==> config.mk <==
export PLATFORM = sky130hd
export DESIGN_NAME = stim_trigger_scheduler
export DESIGN_NICKNAME = d
export VERILOG_FILES = /design/src/rtl/stim_pkg.sv /design/src/rtl/stim_trigger_scheduler_tick_counter.sv /design/src/rtl/stim_trigger_scheduler.sv
export SDC_FILE = /design/constraint.sdc
export NUM_CORES = 1
export LEC_CHECK = 0
export ABC_AREA = 1
export BUFFER_PORTS_ARGS = -buffer_cell sky130_fd_sc_hd__clkbuf_2
export CAP_MARGIN = 40
export CORE_AREA = 2 2 84 86
export DETAILED_ROUTE_END_ITERATION = 12
export DIE_AREA = 0 0 86 88
export PLACE_DENSITY = 0.86
export SLEW_MARGIN = 25
export SYNTH_ARGS = -nofsm -noshare
export SYNTH_HDL_FRONTEND = slang
export SYNTH_SLANG_ARGS = --single-unit
==> constraint.sdc <==
create_clock -name dataclk -period 2.29 [get_ports dataclk]
set_input_delay 0.3435 -clock dataclk [delete_from_list [all_inputs] [get_ports dataclk]]
set_output_delay 0.3435 -clock dataclk [all_outputs]
set_load 0.02 [all_outputs]
==> src/rtl/stim_pkg.sv <==
// rtl/stim_pkg.sv - shared state and trigger-source encodings for the stim trigger scheduler
package stim_pkg;

  // Scheduler states; 2'b11 is unused and recovers to ST_IDLE.
  typedef enum logic [1:0] {
    ST_IDLE    = 2'b00,
    ST_STIM    = 2'b01,
    ST_REFRACT = 2'b10
  } stim_state_e;

  // Source of the current or most recently accepted trigger.
  typedef enum logic [1:0] {
    SRC_NONE = 2'b00,
    SRC_DISC = 2'b01,
    SRC_SW   = 2'b10
  } stim_src_e;

endpackage

==> src/rtl/stim_trigger_scheduler_tick_counter.sv <==
// rtl/stim_trigger_scheduler_tick_counter.sv - sample-tick counter with clear and terminal-count flag
module stim_trigger_scheduler_tick_counter #(
  parameter int CNT_W = 16
) (
  input  logic             dataclk,
  input  logic             reset,
  input  logic             clear,
  input  logic             tick,
  input  logic [CNT_W-1:0] target,
  output logic             done
);

  logic [CNT_W-1:0] count;
  logic [CNT_W-1:0] count_inc;

  // Equality against the target on the tick that would reach it; the count never wraps.
  assign count_inc = count + CNT_W'(1);
  assign done      = tick & (count_inc == target);

  // Count ticks since the last clear.
  always_ff @(posedge dataclk) begin
    if (!reset) begin
      count <= '0;
    end else if (clear) begin
      count <= '0;
    end else if (tick) begin
      count <= count_inc;
    end
  end

endmodule

==> src/rtl/stim_trigger_scheduler.sv <==
// rtl/stim_trigger_scheduler.sv - stimulation trigger arbiter with pulse and refractory timing
module stim_trigger_scheduler
  import stim_pkg::*;
#(
  parameter int CNT_W  = 16,
  parameter int DROP_W = 8
) (
  input  logic              dataclk,
  input  logic              reset,
  input  logic              sample_clk,
  input  logic              enable,
  input  logic [1:0]        trig_en,
  input  logic              disc_stim,
  input  logic              sw_trig,
  input  logic [CNT_W-1:0]  pulse_width,
  input  logic [CNT_W-1:0]  refractory,
  output logic              stim_out,
  output logic [1:0]        stim_src,
  output logic              busy,
  output logic              disc_fsm_mode,
  output logic [DROP_W-1:0] drop_count
);

  logic             sample_clk_q;
  logic             sample_tick;
  logic             sw_pending;
  logic             disc_req;
  logic             sw_req;
  logic             any_req;
  stim_state_e      state_q;
  stim_state_e      state_d;
  stim_src_e        src_q;
  stim_src_e        src_d;
  logic [CNT_W-1:0] pw_q;
  logic [CNT_W-1:0] rf_q;
  logic [CNT_W-1:0] cnt_target;
  logic             cnt_clr;
  logic             cnt_done;
  logic             accept;
  logic             drop_inc;
  logic [DROP_W-1:0] drop_q;

  assign sample_tick = sample_clk & ~sample_clk_q;
  assign disc_req    = sample_tick & disc_stim & trig_en[0];
  assign sw_req      = sample_tick & sw_pending & trig_en[1];
  assign any_req     = disc_req | sw_req;

  // One counter serves both timed states; it is cleared on every state entry.
  assign cnt_target = (state_q == ST_REFRACT) ? rf_q : pw_q;

  stim_trigger_scheduler_tick_counter #(.CNT_W(CNT_W)) u_tick_counter (
    .dataclk (dataclk),
    .reset   (reset),
    .clear   (cnt_clr),
    .tick    (sample_tick),
    .target  (cnt_target),
    .done    (cnt_done)
  );

  assign stim_out      = (state_q == ST_STIM);
  assign busy          = (state_q == ST_STIM) | (state_q == ST_REFRACT);
  assign stim_src      = src_q;
  assign disc_fsm_mode = enable & trig_en[0] & (state_q == ST_IDLE);
  assign drop_count    = drop_q;

  // Next-state, acceptance and drop decisions.
  always_comb begin
    state_d  = state_q;
    src_d    = src_q;
    accept   = 1'b0;
    cnt_clr  = 1'b0;
    drop_inc = 1'b0;
    case (state_q)
      ST_IDLE: begin
        cnt_clr = 1'b1;
        if (any_req) begin
          if (enable) begin
            accept  = 1'b1;
            state_d = ST_STIM;
            src_d   = sw_req ? SRC_SW : SRC_DISC;
          end else begin
            drop_inc = 1'b1;
          end
        end
      end
      ST_STIM: begin
        drop_inc = any_req;
        if (cnt_done) begin
          cnt_clr = 1'b1;
          state_d = (rf_q == '0) ? ST_IDLE : ST_REFRACT;
        end
      end
      ST_REFRACT: begin
        drop_inc = any_req;
        if (cnt_done) begin
          cnt_clr = 1'b1;
          state_d = ST_IDLE;
        end
      end
      default: begin
        cnt_clr  = 1'b1;
        drop_inc = any_req;
        state_d  = ST_IDLE;
      end
    endcase
  end

  // State, source, shadow timing and edge-detect registers.
  always_ff @(posedge dataclk) begin
    if (!reset) begin
      state_q      <= ST_IDLE;
      src_q        <= SRC_NONE;
      sample_clk_q <= 1'b0;
      sw_pending   <= 1'b0;
      pw_q         <= '0;
      rf_q         <= '0;
    end else begin
      state_q      <= state_d;
      src_q        <= src_d;
      sample_clk_q <= sample_clk;
      sw_pending   <= sw_trig | (sw_pending & ~sample_tick);
      if (accept) begin
        pw_q <= (pulse_width == '0) ? CNT_W'(1) : pulse_width;
        rf_q <= refractory;
      end
    end
  end

  // Saturating count of rejected requests.
  always_ff @(posedge dataclk) begin
    if (!reset) begin
      drop_q <= '0;
    end else if (drop_inc && (drop_q != '1)) begin
      drop_q <= drop_q + DROP_W'(1);
    end
  end

endmodule

==> flow_metrics.tcl, run 1 <==
set metrics [dict create \
    outcome "complete, no violations" \
    clkLatencyLatePin_ns 0.36 \
    power_frac_seq_pct 47.9 \
    met3WireLength_um 498 \
    grt_pass1_vias 3301 \
    crit_type "reg -> reg" \
    p_sw_uw 645.1 \
    multi_input_area_mm2 0.001909 \
    syn_avg_cell_area_um2 6.733 \
    routabilityCongestion 0.8853 \
    drt-initial-drc-count 318 \
    areaGrowthSynthToFinish_pct 19.06 \
    p_int_mw 1.714 \
    cp.required_ns 2.50 \
    rows 30 \
    design_area_mm2 0.004104 \
    port_buffers 52 \
    start_util_pct 51.88 \
    final_cell_mix "nand2_1, inv_1, dfxtp_1" \
    start_kind "flip-flop" \
    p_per_area_mw_per_mm2 574.8 \
    r2r_slack_ns 0.1 \
    maxSlewHeadroom_pct 51.48 \
    layout-drive-gt1-share_pct 20.83 \
    worstSetupEndpointType "flip-flop" \
    cts.path.max_buffers 2 \
    syn-cell-area_mm2 0.003447 \
    highest_layer "met4" \
    overflow 0 \
    die_area_mm2 0.007568 \
    finalMaxSlewViolations 0 \
    seqCellArea_mm2 0.001242 \
    async_flop_share_pct 0 \
    worst_pin_slew_ns 0.7270 \
    p_comb_share_pct 10.7 \
    final.setup_skew_ns 0.009147 \
    dr_total_vias 3578 \
    grt_max_degree 28 \
    wl_met1_mm 3.908 \
    fin_crit_ns 2.191 \
    syn_nets 557 \
    power.leakage_nw 1.724 \
    fin_cells 656 \
    die_w_um 86 \
    numCtsBuffers 9 \
    swShare_pct 27.35 \
    synth_edf_count 0 \
    clkTransAtPathRegs_ns 0.07 \
    worstPathArrival_ns 2.40 \
    drc 0 \
    hold_viol 0 \
    vdd_drop_max_uv 452.5 \
    setup_viol 0 \
    groute.usage.overall_pct 24.93 \
    fmax_ghz 0.4564 \
    wire_per_inst_um 13.86 \
    netlist-cell-type-count 32 \
    rsz0062_at_grt "false" \
    synth_seq_area_share_pct 36.01 \
    cts.sinks 62 \
    antenna_left 0 \
    via_per_inst 5.454 \
    final_common_cell "nand2_1" \
    dpl.hpwl_mm 6.707 \
    synth_top_area_share_pct 36.01 \
    grt_pass1_wl_mm 14.71 \
    dp.cells 634 \
    drtPass1Iterations 6 \
    dpl_cell_area_mm2 0.003781 \
    clockPowerShare_pct 41.3 \
    synth_cells 512 \
    htreeDepth 3 \
    cts-root-buf "clkbuf_8" \
    ys.flop_type "dfxtp_1" \
    antennaDiodeCount 0 \
    hold_class "in -> reg" \
    ys.warnings.count 0 \
    maxCapViolations 0 \
    post-route-period-util_pct 95.68 \
    synth.area.top_cells "dfxtp_1, nand2_1, inv_1" \
    critical_path.max_fanout 14 \
    wirelength_mm 9.090 \
    yosys.area.top_type "dfxtp_1" \
    fp.dieH_um 88 \
    antenna_found_initial 0 \
    dr_wl_met2_mm 4.455 \
    layout.nets 616 \
    ys_ff_latch 62 \
    num_io_pins 53 \
    core_mm2 0.006644 \
    fillers 545 \
    cts_tree "done" \
]
## layout make-up
class | instances | area share [%]
Clock inverter | 6 | 1.738
Multi-Input combinational cell | 363 | 46.52
Sequential cell | 62 | 30.27
Inverter | 70 | 6.402
Clock buffer | 10 | 3.110
Timing Repair Buffer | 65 | 9.512
Tap cell | 80 | 2.439
## timing repair
item	4_1_cts	5_1_grt
hold buffers	0	0
buffers inserted	4	1
pin swaps	0	3
gates resized for setup	3	12
cloned	0	0
setup endpoints to repair	18	18
## power groups by stage
stage | combinational (mW) | sequential (mW) | clock (mW)
final | 0.253 | 1.13 | 0.975
after global routing | 0.281 | 1.13 | 1.03
after CTS | 0.243 | 1.13 | 0.986
after global placement | 0.229 | 1.15 | 0
after floorplan | 0.149 | 1.15 | 0
after detailed placement | 0.236 | 1.15 | 0
## critical path: stages, from the launching register on
cell      delay, ns
dfxtp_1        0.36
inv_1          0.10
ha_4           0.19
buf_12         0.14
o21ai_0        0.30
nand3b_1       0.16
nand2_1        0.06
inv_1          0.06
nand2_1        0.05
nor2_2         0.17
nand3_2        0.13
nand2_2        0.12
nand2_1        0.07
nand2_1        0.08
a21oi_2        0.06
## state kept, by name, summed over array words and instances, names as in the netlist
register,flops
sample_clk_q,1
pw_q,16
u_tick_counter.count,16
rf_q,16
sw_pending,1
stim_src,2
drop_count,8
state_q,2
## per-layer routing
layer,vias to the layer above,track usage [%]
met5,-,0
met4,0,11.83
met3,21,6.975
met2,121,42.92
met1,1639,28.67
li1,1797,-
## cell usage after synthesis, types with 2 or more instances
cell,instances
a21oi_2,2
nor2_1,38
o21ai_0,39
nand3b_1,2
clkbuf_1,12
nor2_4,4
a211oi_1,9
nor2_2,3
nand3_1,32
nand2_4,2
nand3_2,2
a41oi_1,2
nor4_1,10
dfxtp_1,62
nand4_1,6
inv_1,68
nand2_1,138
a21oi_1,45
ha_1,5
buf_2,3
nand2_2,6
a211oi_2,9
nor3_1,4
## path summary, 6_finish.rpt
check                          start                      end  cells past startpoint
min reg2reg    pw_q[10]$_SDFFE_PN0P_    pw_q[10]$_SDFFE_PN0P_                      2
max reg2reg  state_q[0]$_SDFFE_PN0P_  state_q[1]$_SDFFE_PN0P_                     14
min                       sample_clk  sample_clk_q$_SDFF_PN0_                      3
max          state_q[0]$_SDFFE_PN0P_  state_q[1]$_SDFFE_PN0P_                     14
## through the flow
step | hold WS, ns | util, % | setup WS [ns] | setup TNS (ns) | power [mW]
after floorplan | 0.4344 | - | 0.2913 | 0 | 1.301
after global placement | 0.4514 | 56.91 | -0.04406 | -0.3690 | 1.382
after detailed placement | 0.4577 | 56.91 | -0.1098 | -1.104 | 1.391
after CTS | 0.1731 | 60.66 | 0.01232 | 0 | 2.359
after global routing | 0.2174 | 61.77 | 0.006683 | 0 | 2.447
final | 0.1892 | 61.77 | 0.09884 | 0 | 2.359
## kinds of logic after synthesis
logic type	share of synthesized area (%)
flops	36.01
compound gates	19.02
fa+ha+maj	1.815
buf+inv	9.908
simple gates	32.99
xor+xnor	0.2541
Note: power is estimated with default switching activity, not from simulation.
==> inputs of run 2 (changes only) <==
==> constraint.sdc (replaced) <==
create_clock -name dataclk -period 2.29 [get_ports dataclk]
set_input_delay 0.1145 -clock dataclk [delete_from_list [all_inputs] [get_ports dataclk]]
set_output_delay 0.1145 -clock dataclk [all_outputs]
set_load 0.02 [all_outputs]
==> flow_metrics.tcl, run 2 (synthesis results as in run 1) <==
set metrics [dict create \
    post-route-period-util_pct 95.70 \
    cts_tree "done" \
    maxSlewHeadroom_pct 51.64 \
    final.setup_skew_ns 0.009731 \
    timing.hold.ws_ns 0.01309 \
    areaGrowthSynthToFinish_pct 19.06 \
    seqCellArea_mm2 0.001244 \
    die_w_um 86 \
    hold_depth 3 \
    cp.required_ns 2.48 \
    r2r_start "state_q[0]$_SDFFE_PN0P_" \
    antenna_found_initial 0 \
    min_to "pw_q[4]$_SDFFE_PN0P_" \
    power.leakage_nw 1.726 \
    cts.path.max_buffers 2 \
    hold_viol 0 \
    hold_class "in -> reg" \
    antennaDiodeCount 0 \
    finalMaxSlewViolations 0 \
    worstSetupEndpointType "flip-flop" \
    antenna_left 0 \
    port_buffers 52 \
    crit_type "reg -> reg" \
    final_util_pct 61.77 \
    dpl.hpwl_mm 6.756 \
    cts.sinks 62 \
    grt_pass1_wl_mm 15.52 \
    num_io_pins 53 \
    start_util_pct 51.88 \
    drt-initial-drc-count 278 \
    clkLatencyLatePin_ns 0.35 \
    dr_total_vias 3715 \
    routabilityCongestion 0.8775 \
    outcome "complete, no violations" \
    clkTransAtPathRegs_ns 0.08 \
    drtPass1Iterations 6 \
    layout.nets 614 \
    r2r_cells 15 \
    startpoint "state_q[0]$_SDFFE_PN0P_" \
    grt_pass1_vias 3467 \
    rr_endpoint "state_q[0]$_SDFFE_PN0P_" \
    final_common_cell "nand2_1" \
    core_mm2 0.006644 \
    top_regs "pw_q (16), rf_q (16), u_tick_counter.count (16)" \
    critical_path.max_fanout 8 \
    vdd_drop_max_uv 477.1 \
    overflow 0 \
    fin_crit_ns 2.192 \
    maxCapViolations 0 \
    p_per_area_mw_per_mm2 603.2 \
    layout-drive-gt1-share_pct 21.60 \
    fillers 567 \
    setup_viol 0 \
    die_area_mm2 0.007568 \
    worst_pin_slew_ns 0.7188 \
    wirelength_mm 9.603 \
    htreeDepth 3 \
    multi_input_area_mm2 0.001921 \
    r2r_slack_ns 0.1 \
    via_per_inst 5.680 \
    groute.usage.overall_pct 26.07 \
    rows 30 \
    wire_per_inst_um 14.68 \
    grt_max_degree 32 \
    fp.dieH_um 88 \
    fmax_ghz 0.4563 \
    final_cell_mix "nand2_1, inv_1, dfxtp_1" \
    numCtsBuffers 9 \
    cts-root-buf "clkbuf_8" \
    start_kind "flip-flop" \
    drc 0 \
    worstPathArrival_ns 2.39 \
    min_from "pulse_width[4]" \
]
-- run 2: cell count changes in the layout (fill, tap and decap cells not counted), moves of 2 or more --
cell     delta
o21ai_1     +2
o21ai_2     +3
buf_12      -2
buf_4       -2
o21ai_0     -5
-- run 2: worst max path at each step --
stage                                                  to
CTS                  u_tick_counter.count[4]$_SDFFE_PP0P_
detailed placement   u_tick_counter.count[6]$_SDFFE_PP0P_
global route         u_tick_counter.count[6]$_SDFFE_PP0P_
global placement     u_tick_counter.count[6]$_SDFFE_PP0P_
finish                            state_q[0]$_SDFFE_PN0P_
floorplan           u_tick_counter.count[10]$_SDFFE_PP0P_
-- run 2: critical path, stage by stage, from the launching register on --
cell	delay (ns)
dfxtp_2	0.34
inv_1	0.12
ha_4	0.21
buf_2	0.22
nand2_1	0.08
o21ai_1	0.14
nand3b_1	0.15
nand2_1	0.06
inv_1	0.06
nand2_1	0.06
nor2_2	0.14
nand3_2	0.14
nand2_2	0.12
nand2_1	0.08
nand2_1	0.07
a21oi_1	0.06
-- run 2: through the flow --
step | setup slack (ns) | cell area, um^2 | total power, mW | setup TNS [ns] | instances
floorplan | 0.2913 | 3447 | 1.301 | 0 | 512
global placement | -0.04220 | 3781 | 1.382 | -0.3407 | 634
detailed placement | -0.1502 | 3781 | 1.390 | -1.873 | 634
CTS | 0.004470 | 4016 | 2.469 | 0 | 651
global route | -0.01526 | 4104 | 2.563 | -0.03608 | 654
finish | 0.09846 | 4104 | 2.476 | 0 | 654
-- run 2: routing by layer --
layer,vias up,GRT usage [%],part of all wire (%)
li1,1798,-,-
met1,1683,31.02,40
met2,189,43.20,47
met3,45,5.372,8.0
met4,0,16.16,4.7
met5,-,0,0
-- run 2: repair_timing --
action,CTS,global route
setup endpoints to repair,18,18
buffers inserted,0,2
gates resized for setup,2,23
gates cloned,0,0
hold endpoints to repair,1,0
pin swaps,0,3
hold buffers,1,0
-- run 2: area by class of cell --
class	count	share of cell area (%)
Multi-Input combinational cell	363	46.80
Inverter	70	6.494
Timing Repair Buffer	63	8.537
Tap cell	80	2.439
Sequential cell	62	30.30
Clock buffer	9	3.018
Clock inverter	7	2.409
-- run 2: report_power, final --
group          total (mW)  internal (mW)  switching (mW)
Combinational       0.254         0.0933           0.161
Clock                1.09          0.616           0.474
Sequential           1.13           1.11          0.0216
